<file path="src/rtl/sram_dp_port_ctrl_if.sv">
// Request/response bus between the datapath and sram_dp_port_ctrl.
// The datapath is the master; the controller is the slave.
interface sram_dp_port_ctrl_if #(
  parameter int BITS       = 64,
  parameter int ADDR_WIDTH = 8
);
  logic                  wr_valid, wr_ready;
  logic [ADDR_WIDTH-1:0] wr_addr;
  logic [BITS-1:0]       wr_data;
  logic                  rd_valid, rd_ready;
  logic [ADDR_WIDTH-1:0] rd_addr;
  logic                  rsp_valid, rsp_ready;
  logic [BITS-1:0]       rsp_data;

  modport master (
    output wr_valid, wr_addr, wr_data, rd_valid, rd_addr, rsp_ready,
    input  wr_ready, rd_ready, rsp_valid, rsp_data
  );
  modport slave (
    input  wr_valid, wr_addr, wr_data, rd_valid, rd_addr, rsp_ready,
    output wr_ready, rd_ready, rsp_valid, rsp_data
  );
endinterface

</file>
<file path="src/rtl/sram_dp_port_ctrl.sv">
// Valid/ready front end for a dual-port SRAM macro: writes on port 1, reads on port 0,
// with read data returned through a credit-protected FIFO. Option macro: SRAM_DP_PORT_CTRL_FWD_EN.
module sram_dp_port_ctrl #(
  parameter int BITS       = 64,
  parameter int WORD_DEPTH = 256,
  parameter int ADDR_WIDTH = 8,
  parameter int RSP_DEPTH  = 4
)(
  input  logic                  clk,
  input  logic                  rst,
  sram_dp_port_ctrl_if.slave    bus,
  output logic                  ram_rw0_ce,
  output logic                  ram_rw0_we,
  output logic [ADDR_WIDTH-1:0] ram_rw0_addr,
  output logic [BITS-1:0]       ram_rw0_wd,
  input  logic [BITS-1:0]       ram_rw0_rd,
  output logic                  ram_rw1_ce,
  output logic                  ram_rw1_we,
  output logic [ADDR_WIDTH-1:0] ram_rw1_addr,
  output logic [BITS-1:0]       ram_rw1_wd
);
  localparam int PW = (RSP_DEPTH > 1) ? $clog2(RSP_DEPTH) : 1;
  localparam int CW = $clog2(RSP_DEPTH + 1);

  logic [CW-1:0]   pending, count;
  logic [PW-1:0]   rd_ptr, wr_ptr;
  logic [BITS-1:0] fifo [RSP_DEPTH];
  logic            rd_acc, wr_acc, push, pop, collide, stall, infl_q;
  logic [BITS-1:0] push_data;

  function automatic logic [PW-1:0] nxt(input logic [PW-1:0] p);
    return (p == PW'(RSP_DEPTH - 1)) ? '0 : p + 1'b1;
  endfunction

  assign collide      = bus.rd_valid & bus.wr_valid & (bus.rd_addr == bus.wr_addr);
  assign bus.wr_ready = ~rst;
  assign bus.rd_ready = ~rst & (pending < CW'(RSP_DEPTH)) & ~stall;
  assign wr_acc       = bus.wr_valid & bus.wr_ready;
  assign rd_acc       = bus.rd_valid & bus.rd_ready;

  // Addresses/data are gated by the enables so every macro pin idles at 0.
  assign ram_rw1_ce   = wr_acc;
  assign ram_rw1_we   = wr_acc;
  assign ram_rw1_addr = wr_acc ? bus.wr_addr : '0;
  assign ram_rw1_wd   = wr_acc ? bus.wr_data : '0;
  assign ram_rw0_we   = 1'b0;
  assign ram_rw0_wd   = '0;
  assign ram_rw0_addr = ram_rw0_ce ? bus.rd_addr : '0;

`ifdef SRAM_DP_PORT_CTRL_FWD_EN
  logic            fwd_q;
  logic [BITS-1:0] fwd_data_q;

  // A colliding read skips the macro and takes the write data one cycle later.
  assign stall      = 1'b0;
  assign ram_rw0_ce = rd_acc & ~collide;
  assign push_data  = fwd_q ? fwd_data_q : ram_rw0_rd;

  always_ff @(posedge clk or posedge rst) begin
    if (rst) begin
      fwd_q      <= 1'b0;
      fwd_data_q <= '0;
    end else begin
      fwd_q <= rd_acc & collide;
      if (rd_acc & collide) fwd_data_q <= bus.wr_data;
    end
  end
`else
  assign stall      = collide;
  assign ram_rw0_ce = rd_acc;
  assign push_data  = ram_rw0_rd;
`endif

  assign push          = infl_q;
  assign pop           = bus.rsp_valid & bus.rsp_ready;
  assign bus.rsp_valid = (count != '0);
  assign bus.rsp_data  = fifo[rd_ptr];

  always_ff @(posedge clk or posedge rst) begin
    if (rst) begin
      infl_q  <= 1'b0;
      rd_ptr  <= '0;
      wr_ptr  <= '0;
      count   <= '0;
      pending <= '0;
      for (int i = 0; i < RSP_DEPTH; i++) fifo[i] <= '0;
    end else begin
      infl_q <= rd_acc;
      if (push) begin
        fifo[wr_ptr] <= push_data;
        wr_ptr       <= nxt(wr_ptr);
      end
      if (pop) rd_ptr <= nxt(rd_ptr);
      case ({push, pop})
        2'b10:   count <= count + 1'b1;
        2'b01:   count <= count - 1'b1;
        default: ;
      endcase
      // Credits cover both in-flight reads and FIFO occupancy.
      case ({rd_acc, pop})
        2'b10:   pending <= pending + 1'b1;
        2'b01:   pending <= pending - 1'b1;
        default: ;
      endcase
    end
  end

  a_no_overflow: assert property (@(posedge clk) disable iff (rst)
    !(push && count == CW'(RSP_DEPTH)));
  a_wr_range: assert property (@(posedge clk) disable iff (rst)
    wr_acc |-> (32'(bus.wr_addr) < WORD_DEPTH));
  a_rd_range: assert property (@(posedge clk) disable iff (rst)
    rd_acc |-> (32'(bus.rd_addr) < WORD_DEPTH));
endmodule

</file>
<file path="src/flat_wrapper.sv">
// flat-port wrapper written by rule: the top's interface ports become plain ports
module sram_dp_port_ctrl_flat 
#(
  parameter int BITS       = 64,
  parameter int WORD_DEPTH = 256,
  parameter int ADDR_WIDTH = 8,
  parameter int RSP_DEPTH  = 4
)
  (clk, rst, ram_rw0_ce, ram_rw0_we, ram_rw0_addr, ram_rw0_wd, ram_rw0_rd, ram_rw1_ce, ram_rw1_we, ram_rw1_addr, ram_rw1_wd, bus_wr_valid, bus_wr_addr, bus_wr_data, bus_rd_valid, bus_rd_addr, bus_rsp_ready, bus_wr_ready, bus_rd_ready, bus_rsp_valid, bus_rsp_data);
  sram_dp_port_ctrl_if #(.BITS(BITS), .ADDR_WIDTH(ADDR_WIDTH)) bus_i ();
  input  logic clk;
  input  logic rst;
  output logic ram_rw0_ce;
  output logic ram_rw0_we;
  output logic [ADDR_WIDTH-1:0] ram_rw0_addr;
  output logic [BITS-1:0] ram_rw0_wd;
  input  logic [BITS-1:0] ram_rw0_rd;
  output logic ram_rw1_ce;
  output logic ram_rw1_we;
  output logic [ADDR_WIDTH-1:0] ram_rw1_addr;
  output logic [BITS-1:0] ram_rw1_wd;
  input wire logic [$bits(bus_i.wr_valid)-1:0] bus_wr_valid;
  input wire logic [$bits(bus_i.wr_addr)-1:0] bus_wr_addr;
  input wire logic [$bits(bus_i.wr_data)-1:0] bus_wr_data;
  input wire logic [$bits(bus_i.rd_valid)-1:0] bus_rd_valid;
  input wire logic [$bits(bus_i.rd_addr)-1:0] bus_rd_addr;
  input wire logic [$bits(bus_i.rsp_ready)-1:0] bus_rsp_ready;
  output wire logic [$bits(bus_i.wr_ready)-1:0] bus_wr_ready;
  output wire logic [$bits(bus_i.rd_ready)-1:0] bus_rd_ready;
  output wire logic [$bits(bus_i.rsp_valid)-1:0] bus_rsp_valid;
  output wire logic [$bits(bus_i.rsp_data)-1:0] bus_rsp_data;
  assign bus_i.wr_valid = bus_wr_valid;
  assign bus_i.wr_addr = bus_wr_addr;
  assign bus_i.wr_data = bus_wr_data;
  assign bus_i.rd_valid = bus_rd_valid;
  assign bus_i.rd_addr = bus_rd_addr;
  assign bus_i.rsp_ready = bus_rsp_ready;
  assign bus_wr_ready = bus_i.wr_ready;
  assign bus_rd_ready = bus_i.rd_ready;
  assign bus_rsp_valid = bus_i.rsp_valid;
  assign bus_rsp_data = bus_i.rsp_data;
  sram_dp_port_ctrl #(.BITS(BITS), .WORD_DEPTH(WORD_DEPTH), .ADDR_WIDTH(ADDR_WIDTH), .RSP_DEPTH(RSP_DEPTH)) u_core (.clk(clk), .rst(rst), .bus(bus_i), .ram_rw0_ce(ram_rw0_ce), .ram_rw0_we(ram_rw0_we), .ram_rw0_addr(ram_rw0_addr), .ram_rw0_wd(ram_rw0_wd), .ram_rw0_rd(ram_rw0_rd), .ram_rw1_ce(ram_rw1_ce), .ram_rw1_we(ram_rw1_we), .ram_rw1_addr(ram_rw1_addr), .ram_rw1_wd(ram_rw1_wd));
endmodule
</file>
<file path="config.mk">
export PLATFORM = sky130hd
export DESIGN_NAME = sram_dp_port_ctrl_flat
export DESIGN_NICKNAME = d
export VERILOG_FILES = /design/src/rtl/sram_dp_port_ctrl_if.sv /design/src/rtl/sram_dp_port_ctrl.sv /design/src/flat_wrapper.sv
export SDC_FILE = /design/constraint.sdc
export NUM_CORES = 1
export LEC_CHECK = 0
export CELL_PAD_IN_SITES_DETAIL_PLACEMENT = 0
export CELL_PAD_IN_SITES_GLOBAL_PLACEMENT = 1
export CORE_AREA = 2 2 197 199
export CTS_CLUSTER_DIAMETER = 120
export CTS_CLUSTER_SIZE = 40
export DETAILED_ROUTE_END_ITERATION = 16
export DIE_AREA = 0 0 199 201
export GPL_TIMING_DRIVEN = 0
export PLACE_DENSITY_LB_ADDON = 0.2
export SLEW_MARGIN = 5
export SYNTH_ARGS = -nofsm -noshare
export SYNTH_HDL_FRONTEND = slang
export SYNTH_SLANG_ARGS = --single-unit
</file>
<file path="constraint.sdc">
create_clock -name clk -period 11.3 [get_ports clk]
set_input_delay 2.825 -clock clk [delete_from_list [all_inputs] [get_ports clk]]
set_output_delay 2.825 -clock clk [all_outputs]
set_load 0.01 [all_outputs]
</file>
==> qor.yml <==
gr-usage-all-layers_pct: 19.07
data_required_critical_path_ns: 8.48
dr.max_layer_used: "met5"
clk_latency_ns: 0.51
p_leak_nw: 8.538
cts_tree: "yes"
routed-via-count: 8118
layout_worst_path_cycle_share_pct: 69.71
cts.reportedPaths.clkPinSlew_ns: 0.14
synthesis_to_layout_area_growth_pct: 30.65
synthDistinctLibCells: 31
detail_route.vias_per_cell: 4.639
whs_path_depth: 1
min_period_ns: 7.877
regToRegEndpoint: "u_core.pending[2]$_DFFE_PP0P_"
design_power_total_w: 0.004579
rrSetupSlack_ns: 9.07
grt_first_pass_wirelength_um: 57880
timing.max_slew.rel_slack_pct: 59.97
route.met2.wl_um: 19190
synth_enable_flop_cells: 0
tritoncts.num_buffers: 11
buffer_ports.inserted: 297
dominant_register_cell_in_the_synthesized_netlist: "sky130_fd_sc_hd__dfrtp_1"
drt-total-wl_um: 37760
rsz0062_at_grt: "false"
setup-violations-final: 0
core_region_area_um2: 38110
cts_num_sinks: 267
gp_congestion: 0.8532
fin_util_pct: 47.71
startpoint_class_of_the_critical_path: "primary input"
io_pins: 364
hold_fix_buffers_cts: 0
route.antenna.remaining_nets: 0
drc_violation_count_after_routing: 0
site_rows: 72
drt_first_iter_violations: 371
skew_ns: 0.01320
synthDominantCellAreaShare_pct: 48.01
hp-class: "flip-flop to flip-flop"
whs_ns: 0.4781
detailedPlacementHpwl_um: 27680
grt_overflow: 0
diodes: 0
clock_tree.buffer_depth: 3
endpoint_kind: "primary output"
maxCapViolCount: 0
die_y_um: 201
clk_root_buffer_cell: "sky130_fd_sc_hd__clkbuf_16"
fmaxAchievable_mhz: 127.0
chipWidth_um: 199
syn-instance-count: 853
min_from: "u_core.count[2]$_DFFE_PP0P_"
design.final.nets: 1387
ys_warn_count: 0
number_of_antenna_violations_at_the_first_check_in_global_routing: 1
final_layout_size_suffix_gt1_share_pct: 37.09
initial_core_util_pct: 36.52
m1WireLength_um: 15740
drt_first_pass_iters: 4
r2r-start: "u_core.pending[2]$_DFFE_PP0P_"
report.final.slew_viol_count: 0
critical_path.max_fanout: 11
grt_pass1_vias: 8870
wl_per_cell_um: 21.57
r2r_cells: 9
post_synth_instance_area_um2: 13920
result_of_the_run: "complete, no violations"
seq_area_frac_synth_pct: 48.01
finalHoldViolCount: 0
worst-slew-pin-transition_ns: 0.5982
power_per_cell_area_nw_per_um2: 251.9
ctsHtreeMaxLevel: 1
die-area_um2: 40000
postSynthAreaPerCell_um2: 16.31
postCtsSetupBuffers: 0
crit_arrival_ns: 5.05
timing_worst_setup_path_type: "primary input to primary output"
synth.largest_area_cell: "sky130_fd_sc_hd__dfrtp_1"
routed-wl-met3_um: 2010
synth_seq_cells: 267
synth.top_cells.by_area: "sky130_fd_sc_hd__dfrtp_1, sky130_fd_sc_hd__mux2_4, sky130_fd_sc_hd__mux4_2, sky130_fd_sc_hd__buf_4, sky130_fd_sc_hd__and2_1"
timing.hold.worst_endpoint: "u_core.count[2]$_DFFE_PP0P_"
cts-resized-gates: 0
async_reset_ff_share_pct: 100.0
peakVddDrop_v: 0.0001056
largest_net_degree_at_the_start_of_global_routing: 109
critical path, cell delays in order:
cell and delay [ns]:
sky130_fd_sc_hd__clkdlybuf4s50_1 0.56, sky130_fd_sc_hd__nor2b_1 0.17, sky130_fd_sc_hd__buf_2 0.22, sky130_fd_sc_hd__clkbuf_1 0.40, sky130_fd_sc_hd__and2_1 0.20, sky130_fd_sc_hd__clkdlybuf4s50_1 0.66
worst max path at each step:
stage,cells past startpoint,slack (ns),end,from
2_1_floorplan,1,0.12,bus_wr_ready,rst
3_3_place_gp,3,-4.42,bus_wr_ready,rst
3_5_place_dp,6,3.39,ram_rw1_wd[38],rst
4_1_cts,6,3.38,ram_rw1_wd[38],rst
5_1_grt,5,3.32,ram_rw0_ce,rst
6_report,6,3.42,ram_rw1_wd[38],rst
flip-flops by register name, indices dropped and copies added (netlist names):
register / cells
u_core.fifo: 256
u_core.count: 3
u_core.pending: 3
u_core.rd_ptr: 2
u_core.wr_ptr: 2
u_core.infl_q: 1
power by group:
group | leakage (nW) | internal, W | switching, W
sequential | 3.11 | 0.00144 | 0.000268
clock | 0.165 | 0.000192 | 0.000324
combinational | 5.26 | 0.00156 | 0.000792
per-stage QoR:
stage	cell area, um^2	cells	setup TNS, ns	setup WS [ns]
after floorplan	14160	917	0	0.1151
after global routing	18180	1750	0	3.319
final	18180	1750	0	3.423
after detailed placement	17840	1734	0	3.386
after CTS	18180	1750	0	3.380
after global placement	17780	1732	-715.40	-4.421
area by class of cell:
type | instances | area, um^2
multi-input cells | 522 | 6459
repair buffers | 299 | 3028
plain buffers | 117 | 974.7
inverters | 11 | 48.80
flip-flops and latches | 267 | 6681
fillers | 3360 | 19930
clock buffers | 11 | 275.3
clock inverters | 5 | 66.31
well taps | 518 | 648.1
cell families after synthesis:
kind of cell             share of synthesized area (%)
AND/OR/NAND/NOR                                  4.406
other                                          0.02695
adder cells (fa/ha/maj)                         0.9171
AO/OA/AOI/OAI                                   0.6024
multiplexers                                     37.85
buffers and inverters                            7.301
flip-flops                                       48.01
XOR/XNOR                                        0.8812
cell usage after synthesis, types with 3 or more instances:
library cell	number
sky130_fd_sc_hd__mux2_2	18
sky130_fd_sc_hd__clkbuf_1	7
sky130_fd_sc_hd__mux2_4	240
sky130_fd_sc_hd__buf_6	26
sky130_fd_sc_hd__ha_1	7
sky130_fd_sc_hd__xor2_1	11
sky130_fd_sc_hd__buf_2	9
sky130_fd_sc_hd__inv_1	11
sky130_fd_sc_hd__mux4_2	64
sky130_fd_sc_hd__buf_4	70
sky130_fd_sc_hd__a31oi_1	9
sky130_fd_sc_hd__xnor2_1	3
sky130_fd_sc_hd__buf_12	4
sky130_fd_sc_hd__dfrtp_1	267
sky130_fd_sc_hd__nor2_1	4
sky130_fd_sc_hd__nand2_1	3
sky130_fd_sc_hd__and2_1	72
sky130_fd_sc_hd__nand3_1	8
sky130_fd_sc_hd__nand2_4	4
cells in the final DEF, fill, tap and decap left out, types with 9 or more instances in the layout:
cell	netlist	routed
sky130_fd_sc_hd__and2_1	72	72
sky130_fd_sc_hd__dfrtp_1	267	267
sky130_fd_sc_hd__buf_6	26	26
sky130_fd_sc_hd__buf_4	70	70
sky130_fd_sc_hd__xor2_1	11	11
sky130_fd_sc_hd__clkbuf_16	0	11
sky130_fd_sc_hd__mux2_2	18	18
sky130_fd_sc_hd__conb_1	1	65
sky130_fd_sc_hd__buf_2	9	9
sky130_fd_sc_hd__inv_1	11	10
sky130_fd_sc_hd__mux4_2	64	64
sky130_fd_sc_hd__a31oi_1	9	9
sky130_fd_sc_hd__mux2_4	240	240
sky130_fd_sc_hd__clkdlybuf4s50_1	0	297
layer usage:
layer / vias up / track usage (%)
li1: 3635 / -
met1: 4218 / 24.74
met2: 230 / 33.03
met3: 33 / 3.562
met4: 2 / 4.211
met5: - / 0
(Power assumes the default switching activity.)
